<file path="config.mk">
export PLATFORM = sky130hd
export DESIGN_NAME = smul_sequencer_flat
export DESIGN_NICKNAME = d
export VERILOG_FILES = /design/src/rtl/smul_sequencer_pkg.sv /design/src/rtl/smul_sequencer_if.sv /design/src/rtl/smul_sequencer_booth_step.sv /design/src/rtl/smul_sequencer.sv /design/src/flat_wrapper.sv
export SDC_FILE = /design/constraint.sdc
export NUM_CORES = 1
export LEC_CHECK = 0
export ABC_AREA = 1
export BUFFER_PORTS_ARGS = -buffer_cell sky130_fd_sc_hd__buf_2
export CAP_MARGIN = 10
export CORE_MARGIN = 2
export CORE_UTILIZATION = 40
export DETAILED_ROUTE_END_ITERATION = 8
export PLACE_DENSITY_LB_ADDON = 0.2
export SLEW_MARGIN = 20
export SYNTH_ARGS = -nofsm -noshare
export SYNTH_HDL_FRONTEND = slang
export SYNTH_SLANG_ARGS = --single-unit
</file>
<file path="constraint.sdc">
create_clock -name clk -period 3.3 [get_ports clk]
set_clock_uncertainty 0.2 [all_clocks]
set_input_delay 0.165 -clock clk [delete_from_list [all_inputs] [get_ports clk]]
set_output_delay 0.165 -clock clk [all_outputs]
set_load 0.005 [all_outputs]
</file>
<file path="src/rtl/smul_sequencer_pkg.sv">
// Shared definitions for the iterative multiply sequencer: FSM encodings,
// mode constants, defaults and the iteration-count helper.
package smul_sequencer_pkg;

    typedef enum logic [1:0] {
        SMS_IDLE  = 2'd0,
        SMS_RUN   = 2'd1,
        SMS_WR_LO = 2'd2,
        SMS_WR_HI = 2'd3
    } sms_state_t;

    localparam logic MODE_MUL4 = 1'b0;
    localparam logic MODE_SMUL = 1'b1;

    localparam logic [7:0] HIGH_REG_DEFAULT   = 8'd8;
    localparam int         SMS_DEFAULT_WIDTH  = 16;
    localparam int unsigned MUL4_ITERATIONS   = 32'd4;

    // Number of RUN cycles for a given mode: one per multiplier bit.
    function automatic int unsigned iter_count(input logic mode, input int unsigned width);
        if (mode == MODE_SMUL) begin
            return width;
        end else begin
            return MUL4_ITERATIONS;
        end
    endfunction

endpackage

</file>
<file path="src/rtl/smul_sequencer_if.sv">
// Decode-to-sequencer request and register-file write-back bundle.
interface smul_sequencer_if
    import smul_sequencer_pkg::*;
#(
    parameter int WIDTH = SMS_DEFAULT_WIDTH
);
    logic             start;
    logic             mode;
    logic [WIDTH-1:0] a;
    logic [WIDTH-1:0] b;
    logic [7:0]       dest;
    logic             busy;
    logic             stall;
    logic             write_enable;
    logic [7:0]       write_addr;
    logic [WIDTH-1:0] write_data;
    logic             done;

    modport master (
        output start, mode, a, b, dest,
        input  busy, stall, write_enable, write_addr, write_data, done
    );

    modport slave (
        input  start, mode, a, b, dest,
        output busy, stall, write_enable, write_addr, write_data, done
    );
endinterface

</file>
<file path="src/rtl/smul_sequencer_booth_step.sv">
// One iteration of the multiply loop: unsigned shift-add for MUL4bits,
// radix-2 Booth recoding with arithmetic shift for SMUL.
module booth_step
    import smul_sequencer_pkg::*;
#(
    parameter int WIDTH = SMS_DEFAULT_WIDTH
)
(
    input  logic [WIDTH:0]   acc,
    input  logic [WIDTH-1:0] q,
    input  logic             q_m1,
    input  logic [WIDTH-1:0] a,
    input  logic             mode,
    output logic [WIDTH:0]   acc_next,
    output logic [WIDTH-1:0] q_next,
    output logic             q_m1_next
);

    logic [WIDTH:0] sum_s;

    // Conditional add/subtract followed by the one-bit right shift of {acc, Q, q(-1)}.
    always_comb begin
        sum_s     = acc;
        acc_next  = acc;
        q_next    = q;
        q_m1_next = q_m1;
        if (mode == MODE_MUL4) begin
            if (q[0]) begin
                sum_s = acc + {{(WIDTH-3){1'b0}}, a[3:0]};
            end else begin
                sum_s = acc;
            end
            acc_next = {1'b0, sum_s[WIDTH:1]};
        end else begin
            case ({q[0], q_m1})
                2'b01:   sum_s = acc + {a[WIDTH-1], a};
                2'b10:   sum_s = acc - {a[WIDTH-1], a};
                default: sum_s = acc;
            endcase
            // Accumulator is one bit wider than the operand so -(-2^(W-1)) fits.
            acc_next = {sum_s[WIDTH], sum_s[WIDTH:1]};
        end
        q_next    = {sum_s[0], q[WIDTH-1:1]};
        q_m1_next = q[0];
    end

endmodule

</file>
<file path="src/rtl/smul_sequencer.sv">
// Multi-cycle multiply controller: latches operands, iterates booth_step over
// a single adder, stalls fetch while busy and sequences register write-back.
module smul_sequencer
    import smul_sequencer_pkg::*;
#(
    parameter logic [7:0] HIGH_REG = HIGH_REG_DEFAULT,
    parameter int         WIDTH    = SMS_DEFAULT_WIDTH
)
(
    input  logic              clk,
    input  logic              rst,
    smul_sequencer_if.slave   bus
);

    localparam int CW = $clog2(WIDTH + 1);

    sms_state_t       state_r;
    sms_state_t       state_s;

    logic [WIDTH:0]   acc_r;
    logic [WIDTH:0]   acc_s;
    logic [WIDTH-1:0] q_r;
    logic [WIDTH-1:0] q_s;
    logic             q_m1_r;
    logic             q_m1_s;
    logic [WIDTH-1:0] a_r;
    logic             mode_r;
    logic [7:0]       dest_r;
    logic [CW-1:0]    count_r;
    logic             last_iter_s;

    logic             busy_r;
    logic             busy_s;
    logic             we_r;
    logic             we_s;
    logic [7:0]       waddr_r;
    logic [7:0]       waddr_s;
    logic [WIDTH-1:0] wdata_r;
    logic [WIDTH-1:0] wdata_s;
    logic             done_r;
    logic             done_s;

    booth_step #(
        .WIDTH (WIDTH)
    ) u_step (
        .acc       (acc_r),
        .q         (q_r),
        .q_m1      (q_m1_r),
        .a         (a_r),
        .mode      (mode_r),
        .acc_next  (acc_s),
        .q_next    (q_s),
        .q_m1_next (q_m1_s)
    );

    assign last_iter_s = (count_r == CW'(1'b1));

    // FSM state register.
    always_ff @(posedge clk or posedge rst) begin
        if (rst) begin
            state_r <= SMS_IDLE;
        end else begin
            state_r <= state_s;
        end
    end

    // FSM next-state logic; starts are only honoured in IDLE.
    always_comb begin
        state_s = state_r;
        case (state_r)
            SMS_IDLE: begin
                if (bus.start) begin
                    state_s = SMS_RUN;
                end else begin
                    state_s = SMS_IDLE;
                end
            end
            SMS_RUN: begin
                if (last_iter_s) begin
                    state_s = SMS_WR_LO;
                end else begin
                    state_s = SMS_RUN;
                end
            end
            SMS_WR_LO: begin
                if (mode_r == MODE_SMUL) begin
                    state_s = SMS_WR_HI;
                end else begin
                    state_s = SMS_IDLE;
                end
            end
            SMS_WR_HI: state_s = SMS_IDLE;
            default:   state_s = SMS_IDLE;
        endcase
    end

    // Next values of the registered outputs, keyed on the state being entered so
    // the write strobe lines up with the cycle spent in that write state.
    always_comb begin
        busy_s  = (state_s != SMS_IDLE);
        we_s    = 1'b0;
        waddr_s = 8'd0;
        wdata_s = '0;
        done_s  = 1'b0;
        case (state_s)
            SMS_WR_LO: begin
                we_s    = 1'b1;
                waddr_s = dest_r;
                if (mode_r == MODE_SMUL) begin
                    wdata_s = q_s;
                    done_s  = 1'b0;
                end else begin
                    // 8-bit product: high nibble in acc, low nibble shifted into Q's top.
                    wdata_s = {{(WIDTH-8){1'b0}}, acc_s[3:0], q_s[WIDTH-1 -: 4]};
                    done_s  = 1'b1;
                end
            end
            SMS_WR_HI: begin
                we_s    = 1'b1;
                waddr_s = HIGH_REG;
                wdata_s = acc_r[WIDTH-1:0];
                done_s  = 1'b1;
            end
            default: begin
                we_s    = 1'b0;
                waddr_s = 8'd0;
                wdata_s = '0;
                done_s  = 1'b0;
            end
        endcase
    end

    // Output registers.
    always_ff @(posedge clk or posedge rst) begin
        if (rst) begin
            busy_r  <= 1'b0;
            we_r    <= 1'b0;
            waddr_r <= 8'd0;
            wdata_r <= '0;
            done_r  <= 1'b0;
        end else begin
            busy_r  <= busy_s;
            we_r    <= we_s;
            waddr_r <= waddr_s;
            wdata_r <= wdata_s;
            done_r  <= done_s;
        end
    end

    // Operand latch and iteration datapath.
    always_ff @(posedge clk or posedge rst) begin
        if (rst) begin
            acc_r   <= '0;
            q_r     <= '0;
            q_m1_r  <= 1'b0;
            a_r     <= '0;
            mode_r  <= MODE_MUL4;
            dest_r  <= 8'd0;
            count_r <= '0;
        end else begin
            case (state_r)
                SMS_IDLE: begin
                    if (bus.start) begin
                        a_r     <= bus.a;
                        mode_r  <= bus.mode;
                        dest_r  <= bus.dest;
                        acc_r   <= '0;
                        q_m1_r  <= 1'b0;
                        count_r <= CW'(iter_count(bus.mode, WIDTH));
                        if (bus.mode == MODE_SMUL) begin
                            q_r <= bus.b;
                        end else begin
                            q_r <= {{(WIDTH-4){1'b0}}, bus.b[3:0]};
                        end
                    end
                end
                SMS_RUN: begin
                    acc_r   <= acc_s;
                    q_r     <= q_s;
                    q_m1_r  <= q_m1_s;
                    count_r <= count_r - CW'(1'b1);
                end
                default: begin
                    acc_r <= acc_r;
                end
            endcase
        end
    end

    assign bus.busy         = busy_r;
    assign bus.stall        = bus.start | busy_r;
    assign bus.write_enable = we_r;
    assign bus.write_addr   = waddr_r;
    assign bus.write_data   = wdata_r;
    assign bus.done         = done_r;

endmodule

</file>
<file path="src/flat_wrapper.sv">
// flat-port wrapper written by rule: the top's interface ports become plain ports
module smul_sequencer_flat import smul_sequencer_pkg::*;
#(
    parameter logic [7:0] HIGH_REG = HIGH_REG_DEFAULT,
    parameter int         WIDTH    = SMS_DEFAULT_WIDTH
)
  (clk, rst, bus_start, bus_mode, bus_a, bus_b, bus_dest, bus_busy, bus_stall, bus_write_enable, bus_write_addr, bus_write_data, bus_done);
  smul_sequencer_if #(.WIDTH(WIDTH)) bus_i ();
  input  logic clk;
  input  logic rst;
  input wire logic [$bits(bus_i.start)-1:0] bus_start;
  input wire logic [$bits(bus_i.mode)-1:0] bus_mode;
  input wire logic [$bits(bus_i.a)-1:0] bus_a;
  input wire logic [$bits(bus_i.b)-1:0] bus_b;
  input wire logic [$bits(bus_i.dest)-1:0] bus_dest;
  output wire logic [$bits(bus_i.busy)-1:0] bus_busy;
  output wire logic [$bits(bus_i.stall)-1:0] bus_stall;
  output wire logic [$bits(bus_i.write_enable)-1:0] bus_write_enable;
  output wire logic [$bits(bus_i.write_addr)-1:0] bus_write_addr;
  output wire logic [$bits(bus_i.write_data)-1:0] bus_write_data;
  output wire logic [$bits(bus_i.done)-1:0] bus_done;
  assign bus_i.start = bus_start;
  assign bus_i.mode = bus_mode;
  assign bus_i.a = bus_a;
  assign bus_i.b = bus_b;
  assign bus_i.dest = bus_dest;
  assign bus_busy = bus_i.busy;
  assign bus_stall = bus_i.stall;
  assign bus_write_enable = bus_i.write_enable;
  assign bus_write_addr = bus_i.write_addr;
  assign bus_write_data = bus_i.write_data;
  assign bus_done = bus_i.done;
  smul_sequencer #(.HIGH_REG(HIGH_REG), .WIDTH(WIDTH)) u_core (.clk(clk), .rst(rst), .bus(bus_i));
endmodule
</file>
### Word-level counts from Yosys, hierarchy flattened

Index checks and enable logic that the tools add are counted.

* register bits: 93
* bits in latches: 0
* bits in writable memories: 0
* bits in read-only memories: 0
* input port bits: 44
* output and inout bits: 28
* logic and storage cells: 57
* memories kept: 0

* add/subtract/negate cells: 4
* multipliers: 0
* divide/modulo/power cells: 0
* order comparisons: 0
* eq/ne operators: 9
* shift operators: 0
* muxes and demuxes: 24
* bitwise gates (word level): 1
* reduce and logical (&&, ||, !) cells: 6

Operators with widths (count)
* 17-bit one-hot mux with 2 select lines: 2
* 16-bit one-hot mux with 2 select lines: 2
* 17-bit two-way mux: 3
* 16-bit two-way mux: 3
* 17-bit adder: 1
* 17-bit by 4-bit adder with 17-bit output: 1
* 17-bit subtractor: 1
* 8-bit one-hot mux with 2 select lines: 1
* 2-bit equality test (second input constant): 5
* 5-bit two-way mux: 2
* 5-bit one-hot mux with 2 select lines: 1
* 2-bit one-hot mux with 4 select lines: 1
* 5-bit by 1-bit equality test with 1-bit output (second input constant): 1
* 1-bit two-way mux: 5
* 5-bit by 1-bit subtractor with 5-bit output (second input constant): 1
* 2-bit by 1-bit equality test with 1-bit output (second input constant): 2
* 2-bit two-way mux: 2
* 1-bit one-hot mux with 2 select lines: 2
* 2-bit AND reduction: 2
* 2-bit nonzero test: 2
* 2-bit zero test: 1
* 2-bit inequality test (second input constant): 1
* 2-bit OR reduction: 1
* 1-bit OR: 1

### Depth between registers and ports, before layout

* word-level depth: 6
* depth in mapped cells: 23
* depth with buffers taken out: 22

### Hierarchy

From an unflattened synthesis, not the netlist that was laid out.

* cells, all modules: 806
* area, all modules: 5925.7 µm²

By module, submodules not included
* smul_sequencer: instances 1, cells an instance 400, area an instance 3702.3 µm², seq. area each 2327.2 µm²
* booth_step: instances 1, cells an instance 406, area an instance 2223.4 µm², seq. area each 0.0 µm²

### Worst setup path before layout

OpenSTA, ideal clock, no wires.

* path type: register to register
* from: register u_core.a_r[1]
* to: register u_core.acc_r[15]
* setup time: 117 ps
* data arrival time: 2419 ps
* required time: 2983 ps
* path slack: 564 ps
* stages on the path, launching flop included: 20
* path buffers: 0
* period minus slack after synthesis: 2736 ps
* cell sequence: dfrtp_1 -> inv_1 -> ha_1 -> nand2_1 -> nor2_1 -> nand2_1 -> nand2_1 -> o21ai_0 -> xor2_1 -> ha_1 -> nand2_1 -> nor2_1 -> and3_1 -> nand2_1 -> nand2_1 -> inv_1 -> nand2_1 -> nand4_1 -> nand3_2 -> nand2_1

* cells in the longest elaborated chain, start to end: 4
* elaborated cells on any way between the ends: 7
* those cells by class: add/sub (3); mux (4)

RTL lines
* start, declared: line smul_sequencer.sv:26 `logic [WIDTH-1:0] a_r;`
* start signal, assigned: line smul_sequencer.sv:164 `a_r <= bus.a;`
* 17-bit subtractor (tied with other cells): line smul_sequencer_booth_step.sv:37 `2'b10: sum_s = acc - {a[WIDTH-1], a};`
* 17-bit one-hot mux with 2 select lines or 17-bit two-way mux (tied branches): line smul_sequencer_booth_step.sv:35, smul_sequencer_booth_step.sv:28
* 17-bit two-way mux (*): line smul_sequencer_booth_step.sv:27 `if (mode == MODE_MUL4) begin`
* 17-bit one-hot mux with 2 select lines (*): line smul_sequencer.sv:161 `case (state_r)`
* end signal, assigned: line smul_sequencer.sv:178 `acc_r <= acc_s;`
* end signal, assigned: line smul_sequencer.sv:184 `acc_r <= acc_r;`
* end, declared: line smul_sequencer.sv:20 `logic [WIDTH:0] acc_r;`

Every way passes the cells marked *; elsewhere a longest branch is shown, timed or not.
A chain may end at the register's enable or synchronous reset.

### Worst setup path in the final report

* from: register u_core.a_r[2]
* to: register u_core.acc_r[14]

Same word-level chain as after synthesis.

==> results.md <==
- Clock-pin slew was measured on the worst setup and hold paths at 80 ps.
- Row generation in the floorplan step produced 44 rows.
- After filler insertion, the fill cell instance count of the layout stands at 1391.
- At the later pin of the worst-skew pair, clock insertion delay measures 350 ps.
- The endpoint of the worst-slack reg-to-reg timing path is u_core.acc_r[14].
- The most common cell after layout, fill and taps aside is nand2_1.
- The critical path is of the reg -> reg type.
- Dividing the final minimum period by the clock period gives 0.944.
- The die covers 15500 um2.
- Following the worst setup path forward leads to its endpoint at u_core.acc_r[14].
- The HPWL after detailed placement is 12100 um.
- The fraction of final layout cells with drive strength greater than 1 is 0.147.
- At the pin with the least slew margin, the transition time is 792 ps.
- The gate count of the mapped netlist is 781.
- Power spread over the standard cell area amounts to 1170 nW/um2.
- The global route total overflow is 0.
- Derived from the worst setup path, the maximum achievable clock frequency is 321 MHz.
- The minimum hold slack is 57.8 ps.
- The number of cells on the worst reg-to-reg path is 18.
- The initial antenna violation count is 0.
- In this run the vertical extent of the chip is 125 um.
- Using the TritonRoute via totals, the vias-per-cell ratio works out to 5.07.
- The final setup violation count is 0.
- The area growth from synthesis to layout is 22.1%.
- The final routed DRC violation total is 0.
- The reported max-cap violation count is 0.
- The number of DRC violations after detailed-routing iteration 0 is 384.
- In this design, the stage delay of the slowest critical-path cell is 440 ps.
- Port buffering added 71 buffers.
- Once placement completed, the tool counted placed cells totaling 1023.
- The startpoint identified for the worst register-to-register timing path is u_core.a_r[2].
- The first-pass iteration count of the detailed router is 7.
- The first-pass GRT wire length is 26800 um.
- The detail route stage leaves a number of antenna-violating nets equal to 0.
- The critical path launch point type is a register.
- Clock tree synthesis inserted a total of 9 buffers.
- The library cell appearing most often on the critical path is nand2_1.
- For this configuration, the core starts out at a cell density of 0.405.
- Leaving out fill and tap cells, the most frequent cells in the layout are nand2_1 (236), inv_1 (101), dfrtp_1 (92), buf_2 (71), o21ai_0 (67).
- The leakage power of the design is 0.00374 uW.
- The fraction of met1 tracks used by global routing is 0.316.
- Of all flip-flops after synthesis, the portion carrying an async set or reset was 1.00.
- The synthesized cell area is 5820 um2.
- The number of global-route vias before repair is 5053.
- The number of antenna diodes in the final layout is 0.
- The tree is rooted in a clkbuf_16.
- In the global route stage, met3 resource usage came out at 0.0387.
- The path class of the tightest hold or removal check is in -> reg.
- The worst pin sits at a relative slew slack of 0.472.
- The global-route total usage across every layer is 0.219.
- The launch point of the critical path is u_core.a_r[2].
- For this run, global-route usage on met2 was measured as 0.336.
- The layer carrying the most global-route usage is met2.
- The final count of hold timing violations was 0.
- The most common flop cell mapped by yosys is dfrtp_1.
- The number of nets at the end of the flow is 961.
- The number of flops mapped to enable cells by yosys is 0.
- The worst IR drop on VDD is 501 uV.
- The data arrival time of the worst path is 3150 ps.
- The finished layout cell area is 7100 um2.
- Buffers added to address setup during post-CTS repair amount to 0.
- The routed layout has 5476 vias.
- The congestion estimate from routability-driven global placement came to 0.903.
- After synthesis, the mean cell area works out to 7.45 um2.
- For this design, the sink count on the clock tree is 93.
- The wire length per cell is 15.3 um.
- The setup total negative slack is 0 ps.
- The die width is 125 um.
- The share of the Yosys chip area taken by registers is 0.400.
- STA puts the critical path data required time at 3340 ps.
- In this run, synthesis produced a sequential element count of 93.
- TritonCTS built the clock tree.
- The total count of max-transition violations in the final report is 0.
- The placeable core area is 14400 um2.
- The number of different library cells used by synthesis comes to 48.
- The signal on the critical path passes through nor3_4 -> nand3_2 -> or2_4 -> nor3_4 -> nor2_1 -> xor2_1 -> inv_1 -> ha_1 -> nand2_1 -> nor3_1 -> and2_1 -> nand2_1 -> nand2_1 -> nand2_1 -> nand3_1 -> nand2_1 -> nand3_1 -> nand2_1.
- The flop-to-flop setup slack is 190 ps.
- No sink is reached through more buffers than the 2 on the longest clock path.
- Summing all placed instances gives a cell area of 6370 um2.
- The cell with the largest stage delay on the worst path is dfrtp_1.
- The run finished with clean final reports.
- Yosys printed 0 warnings.
- In this run the count of I/O pins placed on the die edge is 72.
- The total detailed-routing wirelength is 16500 um.
- The clock tree synthesis step divided the H-tree into 3 levels.
- The largest driver fanout on the critical path is 5.
- The shortest clock period the worst path allows after layout is 3110 ps.
- STA classifies the critical path endpoint as a register.
- The net count of the mapped netlist is 851.
- Entering global routing, the biggest net connects 65 pins.
- The final non-filler cell total is 1080.
-- report_power, final --
| group | internal [uW] | leakage [uW] | switching (uW) | total [uW] |
|---|---|---|---|---|
| Combinational | 1840 | 0.00240 | 3420 | 5260 |
| Clock | 538 | 0.000145 | 505 | 1040 |
| Sequential | 1570 | 0.00119 | 451 | 2020 |
-- cell usage after synthesis, types with 6 or more instances --
cell type,n,share of area
inv_2,6,0.0039
inv_1,102,0.066
nand3_1,51,0.044
o21ai_0,67,0.058
nor2_1,38,0.025
dfrtp_1,93,0.40
o22ai_1,10,0.011
ha_1,24,0.052
xor2_1,16,0.024
nand2_1,238,0.15
clkbuf_1,8,0.0052
buf_2,14,0.012
nand4_1,7,0.0075
a22oi_1,8,0.010
a21oi_1,33,0.028
o211ai_1,6,0.0077
-- sequential cells by signal, summed over array words and instances, names as in the netlist --
register and cells:
u_core.bus.done 1, u_core.a_r 16, u_core.mode_r 1, u_core.bus.write_addr 8, u_core.bus.busy 1, u_core.bus.write_enable 1, u_core.bus.write_data 16, u_core.dest_r 8
u_core.q_r 16, u_core.q_m1_r 1, u_core.state_r 2, u_core.acc_r 17, u_core.count_r 5
-- worst min-delay path by stage --
stage,end,startpoint,cells past startpoint
after floorplan,u_core.a_r[13],bus_a[13],2
after global placement,u_core.a_r[15],bus_a[15],3
after detailed placement,u_core.a_r[13],bus_a[13],3
after CTS,u_core.q_r[5],bus_mode,5
after global routing,u_core.q_r[6],bus_mode,5
final,u_core.q_r[5],bus_mode,5
-- worst max-delay path: cells and delay by family, from the launching register on --
family / cells / cell delay, ps
AND/OR/NAND/NOR: 15 / 1790
flip-flops: 1 / 440
adder cells (fa/ha/maj): 1 / 350
XOR/XNOR: 1 / 150
buffers and inverters: 1 / 70
-- what timing repair did --
item / in CTS / in global routing
endpoints found under the hold margin: 102 / 0
endpoints found under the setup margin: 0 / 6
hold buffers: 41 / 0
resized for setup: 0 / 6
-- layout make-up --
class	count	area, um2	area share
inverter	108	408	0.0575
clock buffer	9	225	0.0317
sequential	93	2330	0.328
multi-input combinational	553	2960	0.417
clock inverter	7	75.1	0.0106
timing repair buffer	126	871	0.123
tap	184	230	0.0324
-- layer usage --
metal,share of wire,routed length [um]
met1,0.48,7910
met2,0.45,7410
met3,0.053,868
met4,0.018,298
met5,0,0
-- through the flow --
step           power (uW)  setup WS [ps]   util
6_report             8320            185  0.494
5_1_grt              9130          -10.9  0.494
4_1_cts              8270            125  0.493
3_5_place_dp         7160            134  0.443
3_3_place_gp         7160            220  0.443
2_1_floorplan        5760            515      -
-- logic make-up (layout without fill, tap and decap cells) --
family / after synthesis / in the layout / synth area share
adder cells (fa/ha/maj): 26 / 26 / 0.0585
multiplexers: 1 / 1 / 0.00172
flip-flops: 93 / 93 / 0.400
AO/OA/AOI/OAI: 144 / 144 / 0.144
AND/OR/NAND/NOR: 362 / 362 / 0.272
XOR/XNOR: 20 / 20 / 0.0301
buffers and inverters: 135 / 250 / 0.0936
Power figures use the tool's default switching activity.
